## config.mk

```make
export PLATFORM = sky130hd
export DESIGN_NAME = counter_bcd_reader_flat
export DESIGN_NICKNAME = d
export VERILOG_FILES = /design/src/rtl/counter_bcd_reader_if.sv /design/src/rtl/counter_bcd_reader.sv /design/src/flat_wrapper.sv
export SDC_FILE = /design/constraint.sdc
export NUM_CORES = 2
export LEC_CHECK = 0
export BUFFER_PORTS_ARGS = -buffer_cell sky130_fd_sc_hd__buf_2
export CORE_MARGIN = 4
export CORE_UTILIZATION = 45
export DETAILED_ROUTE_END_ITERATION = 12
export PLACE_DENSITY = 0.72
export SYNTH_ARGS = -nofsm -noshare
export SYNTH_HDL_FRONTEND = slang
export SYNTH_SLANG_ARGS = --single-unit
```

## constraint.sdc

```tcl
create_clock -name clk -period 3 [get_ports clk]
set_input_delay 0 -clock clk [delete_from_list [all_inputs] [get_ports clk]]
set_output_delay 0 -clock clk [all_outputs]
set_load 0.05 [all_outputs]
```

## src/rtl/counter_bcd_reader_if.sv

```systemverilog
// counter_bcd_reader_if
// Groups the counter-bank reader's data, control and read-port signals.
//   data_raw  : counter bank, slot 0 in the most significant W bits
//   start     : request a conversion pass (level-sampled while idle)
//   busy      : pass in progress
//   done      : one-cycle pulse when a new digit bank is committed
//   bcd_bank  : committed digits, slot 0 in the top DIGITS*4 bits
//   rd_slot   : read-port slot select
//   rd_digit  : read-port digit select, 0 = ones
//   rd_bcd    : registered selected digit
//   rd_lz     : registered leading-zero flag for the selected digit
// The slave modport is the reader itself; master is the side driving it.
interface counter_bcd_reader_if #(
    parameter int SLOTS  = 16,
    parameter int W      = 16,
    parameter int DIGITS = 5
);
    logic [SLOTS*W-1:0]          data_raw;
    logic                        start;
    logic                        busy;
    logic                        done;
    logic [SLOTS*DIGITS*4-1:0]   bcd_bank;
    logic [$clog2(SLOTS)-1:0]    rd_slot;
    logic [2:0]                  rd_digit;
    logic [3:0]                  rd_bcd;
    logic                        rd_lz;

    modport master (
        output data_raw, start, rd_slot, rd_digit,
        input  busy, done, bcd_bank, rd_bcd, rd_lz
    );

    modport slave (
        input  data_raw, start, rd_slot, rd_digit,
        output busy, done, bcd_bank, rd_bcd, rd_lz
    );
endinterface

```

## src/rtl/counter_bcd_reader.sv

```systemverilog
// counter_bcd_reader
// Snapshots the 16-slot counter bank, converts each slot to BCD with a
// sequential double-dabble engine, and commits all slots to the published
// digit bank in a single edge so readers never see a half-updated bank.
// A registered read port returns one digit plus a leading-zero flag.
// Ports:
//   clk     : system clock
//   reset_n : asynchronous, active-low reset
//   bus     : counter_bcd_reader_if slave modport (bank in, control,
//             committed digits, read port)
module counter_bcd_reader #(
    parameter int SLOTS  = 16,
    parameter int W      = 16,
    parameter int DIGITS = 5
) (
    input  logic                 clk,
    input  logic                 reset_n,
    counter_bcd_reader_if.slave  bus
);
    localparam int BCDW = DIGITS * 4;
    localparam int SRW  = BCDW + W;
    localparam int IW   = $clog2(SLOTS);
    localparam int CW   = $clog2(W);

    typedef enum logic [2:0] {IDLE, LOAD, SHIFT, STORE, DONE} state_t;

    state_t                 state_q, state_d;
    logic [SLOTS*W-1:0]     snap_q;
    logic [BCDW-1:0]        work_q [SLOTS];
    logic [SLOTS*BCDW-1:0]  bank_q;
    logic [SRW-1:0]         sr_q;
    logic [SRW-1:0]         adj_d;
    logic [IW-1:0]          idx_q;
    logic [CW-1:0]          bitcnt_q;
    logic                   busy_q;
    logic                   done_q;
    logic [3:0]             rd_bcd_q, rd_bcd_d;
    logic                   rd_lz_q, rd_lz_d;
    logic [BCDW-1:0]        rd_slot_bits;
    logic [W-1:0]           snap_slot;

    // Double-dabble correction: any BCD nibble of 5 or more gets +3 so that
    // the following left shift carries correctly into the next decade.
    always_comb begin
        adj_d = sr_q;
        for (int n = 0; n < DIGITS; n++) begin
            if (adj_d[W+4*n +: 4] >= 4'd5) begin
                adj_d[W+4*n +: 4] = adj_d[W+4*n +: 4] + 4'd3;
            end
        end
    end

    // Slot currently being converted, taken from the snapshot so that
    // changes on data_raw during a pass have no effect.
    always_comb begin
        snap_slot = snap_q[SLOTS*W-1 - int'(idx_q)*W -: W];
    end

    // Next-state logic: one LOAD/SHIFT x W/STORE sequence per slot, then a
    // single DONE cycle that commits the whole bank.
    always_comb begin
        state_d = state_q;
        case (state_q)
            IDLE:    if (bus.start) state_d = LOAD;
            LOAD:    state_d = SHIFT;
            SHIFT:   if (bitcnt_q == CW'(W-1)) state_d = STORE;
            STORE:   state_d = (idx_q == IW'(SLOTS-1)) ? DONE : LOAD;
            DONE:    state_d = IDLE;
            default: state_d = IDLE;
        endcase
    end

    // State register.
    always_ff @(posedge clk or negedge reset_n) begin
        if (!reset_n) begin
            state_q <= IDLE;
        end else begin
            state_q <= state_d;
        end
    end

    // Conversion datapath and commit. The work bank collects results slot by
    // slot; only the DONE cycle copies it into the published bank.
    always_ff @(posedge clk or negedge reset_n) begin
        if (!reset_n) begin
            snap_q   <= '0;
            bank_q   <= '0;
            sr_q     <= '0;
            idx_q    <= '0;
            bitcnt_q <= '0;
            busy_q   <= 1'b0;
            done_q   <= 1'b0;
            for (int s = 0; s < SLOTS; s++) begin
                work_q[s] <= '0;
            end
        end else begin
            done_q <= 1'b0;
            case (state_q)
                IDLE: begin
                    if (bus.start) begin
                        snap_q <= bus.data_raw;
                        idx_q  <= '0;
                        busy_q <= 1'b1;
                    end
                end
                LOAD: begin
                    sr_q     <= {{BCDW{1'b0}}, snap_slot};
                    bitcnt_q <= '0;
                end
                SHIFT: begin
                    sr_q     <= adj_d << 1;
                    bitcnt_q <= bitcnt_q + CW'(1);
                end
                STORE: begin
                    work_q[idx_q] <= sr_q[SRW-1:W];
                    if (idx_q != IW'(SLOTS-1)) begin
                        idx_q <= idx_q + IW'(1);
                    end
                end
                DONE: begin
                    for (int s = 0; s < SLOTS; s++) begin
                        bank_q[SLOTS*BCDW-1 - s*BCDW -: BCDW] <= work_q[s];
                    end
                    done_q <= 1'b1;
                    busy_q <= 1'b0;
                end
                default: ;
            endcase
        end
    end

    // Read-port lookup. Digits above the top decade read as zero and count
    // as leading zeros; the ones digit is never a leading zero.
    always_comb begin
        rd_slot_bits = bank_q[SLOTS*BCDW-1 - int'(bus.rd_slot)*BCDW -: BCDW];
        rd_bcd_d     = 4'd0;
        rd_lz_d      = 1'b1;
        if (int'(bus.rd_digit) < DIGITS) begin
            rd_bcd_d = rd_slot_bits[4*int'(bus.rd_digit) +: 4];
            rd_lz_d  = (bus.rd_digit != 3'd0) &&
                       ((rd_slot_bits >> (4*int'(bus.rd_digit))) == '0);
        end
    end

    // Read-port registers; they sample bank_q before any same-edge commit.
    always_ff @(posedge clk or negedge reset_n) begin
        if (!reset_n) begin
            rd_bcd_q <= 4'd0;
            rd_lz_q  <= 1'b0;
        end else begin
            rd_bcd_q <= rd_bcd_d;
            rd_lz_q  <= rd_lz_d;
        end
    end

    assign bus.busy     = busy_q;
    assign bus.done     = done_q;
    assign bus.bcd_bank = bank_q;
    assign bus.rd_bcd   = rd_bcd_q;
    assign bus.rd_lz    = rd_lz_q;
endmodule

```

## src/flat_wrapper.sv

```systemverilog
// flat-port wrapper written by rule: the top's interface ports become plain ports
module counter_bcd_reader_flat 
#(
    parameter int SLOTS  = 16,
    parameter int W      = 16,
    parameter int DIGITS = 5
)
  (clk, reset_n, bus_data_raw, bus_start, bus_rd_slot, bus_rd_digit, bus_busy, bus_done, bus_bcd_bank, bus_rd_bcd, bus_rd_lz);
  counter_bcd_reader_if #(.SLOTS(SLOTS), .W(W), .DIGITS(DIGITS)) bus_i ();
  input  logic clk;
  input  logic reset_n;
  input wire logic [$bits(bus_i.data_raw)-1:0] bus_data_raw;
  input wire logic [$bits(bus_i.start)-1:0] bus_start;
  input wire logic [$bits(bus_i.rd_slot)-1:0] bus_rd_slot;
  input wire logic [$bits(bus_i.rd_digit)-1:0] bus_rd_digit;
  output wire logic [$bits(bus_i.busy)-1:0] bus_busy;
  output wire logic [$bits(bus_i.done)-1:0] bus_done;
  output wire logic [$bits(bus_i.bcd_bank)-1:0] bus_bcd_bank;
  output wire logic [$bits(bus_i.rd_bcd)-1:0] bus_rd_bcd;
  output wire logic [$bits(bus_i.rd_lz)-1:0] bus_rd_lz;
  assign bus_i.data_raw = bus_data_raw;
  assign bus_i.start = bus_start;
  assign bus_i.rd_slot = bus_rd_slot;
  assign bus_i.rd_digit = bus_rd_digit;
  assign bus_busy = bus_i.busy;
  assign bus_done = bus_i.done;
  assign bus_bcd_bank = bus_i.bcd_bank;
  assign bus_rd_bcd = bus_i.rd_bcd;
  assign bus_rd_lz = bus_i.rd_lz;
  counter_bcd_reader #(.SLOTS(SLOTS), .W(W), .DIGITS(DIGITS)) u_core (.clk(clk), .reset_n(reset_n), .bus(bus_i));
endmodule
```

Word-level counts from Yosys, hierarchy flattened
Index checks and enable logic that the tools add are counted.
Word-level totals
  bits of input ports: 266
  word-level logic and storage cells: 93
  output and inout bits: 327
  flip-flop bits (word level): 950
Operators by class
  reductions and logical operators: 12
  equality and inequality tests: 10
  $lt $le $gt $ge: 8
  bitwise operators: 1
  shift operators: 4
  multiply operators: 1
  multiplexer cells: 22
  add/subtract/negate cells: 9
Operators with widths (count)
  $shiftx 339x32->20: 1
  $bwmux 320: 1
  $shiftx 271x32->16: 1
  $demux 20 s4: 1
  $pmux 36 s2: 1
  $sub 10x32->32 const A: 1
  $mux 4: 7
  $ge 4x3->1 const B: 5
  $logic_not 20->1: 1
  $mux 20: 1
  $shiftx 20x6->4: 1
  $shr 20x5->20: 1
  $add 4x2->4 const B: 4
  $pmux 4 s2: 2
  $mux 3: 4
  $pmux 3 s4: 1
  $sub 8x8->9 const A: 1
  $add 4x1->4 const B: 2
  $eq 4x4->1 const B: 2
  $mul 4x3->7 const B: 1
  $eq 3x2->1 const B: 2
  $reduce_and 2->1: 3
  $reduce_bool 2->1: 3
  $ge 5x5->1 const B: 1
  15 further kinds: 19

Logic depth before layout (Yosys ltp)
  depth in word-level cells: 7
  depth in mapped cells: 22
  mapped depth without buffers: 16

Worst setup path before layout
No wires, ideal clock.
  path type: input to register
  start: input bus_rd_slot[1]
  end: register u_core.rd_lz_q (netlist: u_core.bus.rd_lz)
  data arrival time: 3953 ps
  data required time: 2877 ps
  setup time: 123 ps
  setup slack: -1075 ps
  path buffers: 5
  cell stages on the path: 19
  cell sequence: ha_1 > ha_1 > fa_1 > inv_1 > buf_6 > buf_6 > ha_1 > inv_1 > ha_1 > buf_2 > buf_2 > or3b_2 > clkbuf_1 > o221a_2 > o22ai_1 > a22oi_1 > or4b_2 > nand4_1 > nor4b_2
Between the ends
  longest elaborated chain between the ends: 7
RTL lines
  from (decl): line flat_wrapper.sv:14  | input wire logic [$bits(bus_i.rd_slot)-1:0] bus_rd_slot;
  $mul 4x3->7: line counter_bcd_reader.sv:135  | rd_slot_bits = bank_q[SLOTS*BCDW-1 - int'(bus.rd_slot)*BCDW -: BCDW];
  $sub 10x32->32: line counter_bcd_reader.sv:135
  $shiftx 339x32->20: line counter_bcd_reader.sv:135
  $shr 20x5->20: line counter_bcd_reader.sv:141  | ((rd_slot_bits >> (4*int'(bus.rd_digit))) == '0);
  $logic_not 20->1: line counter_bcd_reader.sv:141
  $logic_and 1x1->1: line counter_bcd_reader.sv:140  | rd_lz_d = (bus.rd_digit != 3'd0) &&
  $mux 1: line counter_bcd_reader.sv:138  | if (int'(bus.rd_digit) < DIGITS) begin
  via u_core.rd_lz_d: line counter_bcd_reader.sv:38  | logic rd_lz_q, rd_lz_d;
  to (signal assigned): line counter_bcd_reader.sv:152  | rd_lz_q <= rd_lz_d;
  to (decl): line counter_bcd_reader.sv:38
The timed path passes the listed nets, and every way through them passes these cells.
A chain may end at the register's enable or synchronous reset.

Worst setup path in the final report
Ends and elaborated chain as after synthesis.

==> load_flow_metrics.sql <==
INSERT INTO impl_metrics (metric_group, metric, value, unit) VALUES
('status', 'status', 'finished with violations', ''),
('status', 'violations', 'negative setup slack', ''),
('drt', 'drt_pass1_iterations', '6', ''),
('critical_path', 'crit_path_end_kind', 'flop', ''),
('critical_path', 'cpPeakStageDelay', '0.54', 'ns'),
('synth', 'yosys.area.top_type', 'sky130_fd_sc_hd__dfrtp_1', ''),
('sta', 'headroom_to_the_max_slew_limit', '21.72', '%'),
('critical_path', 'timing.critical_path.mode_cell', 'sky130_fd_sc_hd__ha_4', ''),
('grt', 'grt-ovfl-total', '0', ''),
('synth', 'postSynthNetCount', '3948', ''),
('power_and_ir_drop', 'share_comb_of_total_power', '20.7', '%'),
('final_layout', 'area_delta_synth_final', '36.15', '%'),
('sta', 'finalHoldViolations', '0', ''),
('sta', 'rsz0062_at_grt', 'true', ''),
('clock_network', 'cts-root-to-sink-buffers', '3', ''),
('sta', 'worst_clock_skew', '0.08144', 'ns'),
('worst_hold_path', 'hold_crit_start', 'bus_data_raw[119]', ''),
('sta', 'min_period_over_period', '108.4', '%'),
('placement', 'dpl_cells', '6176', ''),
('synth', 'synth_top_area_share', '48.52', '%'),
('power_and_ir_drop', 'power.static_leakage', '32.59', 'nW'),
('clock_network', 'clock-root-buffer', 'sky130_fd_sc_hd__clkbuf_16', ''),
('floorplan', 'ios', '593', ''),
('floorplan', 'die_w', '338.0', 'um'),
('synth', 'synth.top_cells.by_area', 'sky130_fd_sc_hd__dfrtp_1 49%, sky130_fd_sc_hd__mux2_2 20%, sky130_fd_sc_hd__mux4_2 9.5%, sky130_fd_sc_hd__mux2i_1 5.0%, sky130_fd_sc_hd__nand2_1 1.5%', ''),
('sta', 'tmin_final', '3.253', 'ns'),
('synth', 'yosysWarningCount', '0', ''),
('placement', 'detailed_place_hpwl', '169.7', 'mm'),
('sta', 'fmax', '307.4', 'MHz'),
('critical_path', 'crit_path_start_kind', 'input port', ''),
('sta', 'worst_slack', '-0.2533', 'ns'),
('final_layout', 'final_cell_mix', '947 x sky130_fd_sc_hd__dfrtp_1, 881 x sky130_fd_sc_hd__mux2_2, 782 x sky130_fd_sc_hd__buf_4', ''),
('synth', 'synth_edf_count', '0', ''),
('critical_path', 'setup.reg_to_reg.worst_slack', '-0.20', 'ns'),
('power_and_ir_drop', 'p_clk_share', '38.9', '%'),
('power_and_ir_drop', 'power_density_cells', '512.1', 'nW/um^2'),
('clock_network', 'cts-htree-levels', '3', ''),
('power_and_ir_drop', 'netSwitchingFraction', '30.36', '%'),
('synth', 'yosys_most_used_dff', 'sky130_fd_sc_hd__dfrtp_1', ''),
('final_layout', 'finalNonFillerCells', '6716', ''),
('placement', 'pre_cts_ws', '-1.328', 'ns'),
('drt', 'detail_route.vias_per_cell', '6.474', ''),
('critical_path', 'ff2ff_path_depth', '12', ''),
('final_layout', 'filler_cell_count', '8250', ''),
('power_and_ir_drop', 'netSwitchingPower', '10.37', 'mW'),
('placement', 'place.gp.congestion', '1.071', ''),
('drt', 'ant_nets', '0', ''),
('power_and_ir_drop', 'worst_ir_drop_vdd', '443.0', 'uV'),
('floorplan', 'design.die.area', '114200', 'sq um'),
('final_layout', 'post-route-util', '61.96', '%'),
('critical_path', 'reg2reg_from', 'u_core.bus.bcd_bank[92]', ''),
('synth', 'ys_async_sr_fraction', '100.0', '%'),
('synth', 'synthesis.instances', '3660', ''),
('final_layout', 'layout-drive-gt1-share', '53.86', '%'),
('worst_hold_path', 'whs_endpoint', 'u_core.snap_q[119]', ''),
('placement', 'io_buffer_count', '592', ''),
('clock_network', 'clkSinkCount', '950', ''),
('worst_hold_path', 'min-delay-path-class', 'input port to flop', ''),
('grt', 'first_global_vias', '43660', ''),
('sta', 'setup_viol', '5', ''),
('floorplan', 'die_height', '338.0', 'um'),
('clock_network', 'cts.clk_slew.worst_paths', '0.08', 'ns'),
('sta', 'totalNegativeSetupSlack', '-0.7311', 'ns'),
('synth', 'syn-mean-instance-area', '13.39', 'sq um'),
('clock_network', 'clock_latency', '0.75', 'ns'),
('sta', 'worst_hold_slack', '0.01740', 'ns'),
('floorplan', 'core_region_area', '107700', 'sq um'),
('sta', 'tightest_slew', '1.174', 'ns'),
('final_layout', 'finish.instance_area', '66700', 'sq um'),
('drt', 'drt_drc_violations_left', '0', ''),
('placement', 'detailed_place.area', '59130', 'sq um');
## area by class of cell
| cell class | count | area (sq um) | area share (%) |
|---|---|---|---|
| inverters | 42 | 163.9 | 0.2457 |
| multi-input cells | 2357 | 24260 | 36.37 |
| diodes | 38 | 95.09 | 0.1426 |
| clock inverters | 41 | 648.1 | 0.9716 |
| repair buffers | 1748 | 13160 | 19.73 |
| clock buffers | 137 | 2839 | 4.256 |
| well taps | 1403 | 1755 | 2.632 |
| flip-flops and latches | 950 | 23780 | 35.65 |
## layer usage
layer | wire [um] | track usage (%)
met4 | 17080 | 23.27
met5 | 96 | 0
met2 | 105700 | 62.04
met1 | 90700 | 53.59
met3 | 26420 | 11.67
## logic make-up after synthesis
| group | Yosys count | share of synthesized area [%] |
|---|---|---|
| xor gates and xnor gates | 6 | 0.1073 |
| adders and majority gates | 22 | 0.5771 |
| and+or+nand+nor | 438 | 4.237 |
| buffers and inverters | 354 | 3.583 |
| AOI/OAI and AO/OA | 546 | 7.743 |
| DFF | 950 | 48.52 |
| muxes | 1344 | 35.23 |
## cell usage after synthesis (8+ instances only)
master and count:
sky130_fd_sc_hd__dfrtp_1 950, sky130_fd_sc_hd__mux2_2 881, sky130_fd_sc_hd__mux2i_1 247, sky130_fd_sc_hd__mux4_2 207, sky130_fd_sc_hd__nand2_1 192, sky130_fd_sc_hd__clkbuf_1 183
sky130_fd_sc_hd__o21ai_0 127, sky130_fd_sc_hd__nor2_1 67, sky130_fd_sc_hd__a21oi_1 63, sky130_fd_sc_hd__a22oi_1 50, sky130_fd_sc_hd__buf_2 44, sky130_fd_sc_hd__o22ai_1 41
sky130_fd_sc_hd__o211ai_1 39, sky130_fd_sc_hd__nand3_1 35, sky130_fd_sc_hd__buf_1 34, sky130_fd_sc_hd__inv_1 33, sky130_fd_sc_hd__nor3_1 32, sky130_fd_sc_hd__a211oi_1 28
sky130_fd_sc_hd__a221oi_1 22, sky130_fd_sc_hd__nor2b_1 22, sky130_fd_sc_hd__ha_1 21, sky130_fd_sc_hd__buf_6 20, sky130_fd_sc_hd__nand2b_1 20, sky130_fd_sc_hd__o221ai_1 20
sky130_fd_sc_hd__o31ai_1 18, sky130_fd_sc_hd__buf_4 17, sky130_fd_sc_hd__a31oi_1 14, sky130_fd_sc_hd__nand4_1 13, sky130_fd_sc_hd__a22o_1 10, sky130_fd_sc_hd__a32o_1 10
sky130_fd_sc_hd__clkinv_1 8
## power groups by stage
| stage | Clock (mW) | Sequential, mW | Combinational [mW] |
|---|---|---|---|
| floorplan | 0 | 13.8 | 2.57 |
| global placement | 0 | 13.9 | 6.01 |
| detailed placement | 0 | 14.0 | 6.04 |
| CTS | 13.2 | 13.7 | 6.51 |
| global route | 13.8 | 13.8 | 7.22 |
| finish | 13.3 | 13.8 | 7.07 |
## registers in the layout, summed over array words and instances (netlist names)
| register | flops |
|---|---|
| u_core.idx_q | 4 |
| u_core.work_q | 320 |
| u_core.bus.rd_lz | 1 |
| u_core.snap_q | 256 |
| u_core.bus.done | 1 |
| u_core.state_q | 3 |
| u_core.bitcnt_q | 4 |
| u_core.bus.busy | 1 |
| u_core.bus.rd_bcd | 4 |
| u_core.sr_q | 36 |
| u_core.bus.bcd_bank | 320 |
## critical path: cells and delay by family
family | cells | cell delay (ns)
adders and majority gates | 5 | 1.30
buffers and inverters | 6 | 0.65
and+or+nand+nor | 3 | 0.93
AOI/OAI and AO/OA | 5 | 0.99
## how the worst max path moves through the flow
stage                               from          endpoint  slack (ns)  cells past startpoint
after floorplan           bus_rd_slot[1]  u_core.bus.rd_lz       -0.64                     21
final                     bus_rd_slot[1]  u_core.bus.rd_lz       -0.25                     19
after CTS                 bus_rd_slot[3]  u_core.bus.rd_lz       -0.32                     20
after global routing      bus_rd_slot[1]  u_core.bus.rd_lz       -0.31                     19
after global placement    bus_rd_slot[1]  u_core.bus.rd_lz       -1.41                     21
after detailed placement  bus_rd_slot[1]  u_core.bus.rd_lz       -1.33                     20
## repair_timing
action                                 in CTS  in global routing
hold buffers                              302                  0
pin swaps                                  19                 53
gates resized for setup                    50                108
endpoints found under the hold margin     926                  0
setup endpoints to repair                   5                  5
cloned                                      1                  1
buffers inserted                            9                 18
No activity file was read; power rests on OpenSTA's default activity.
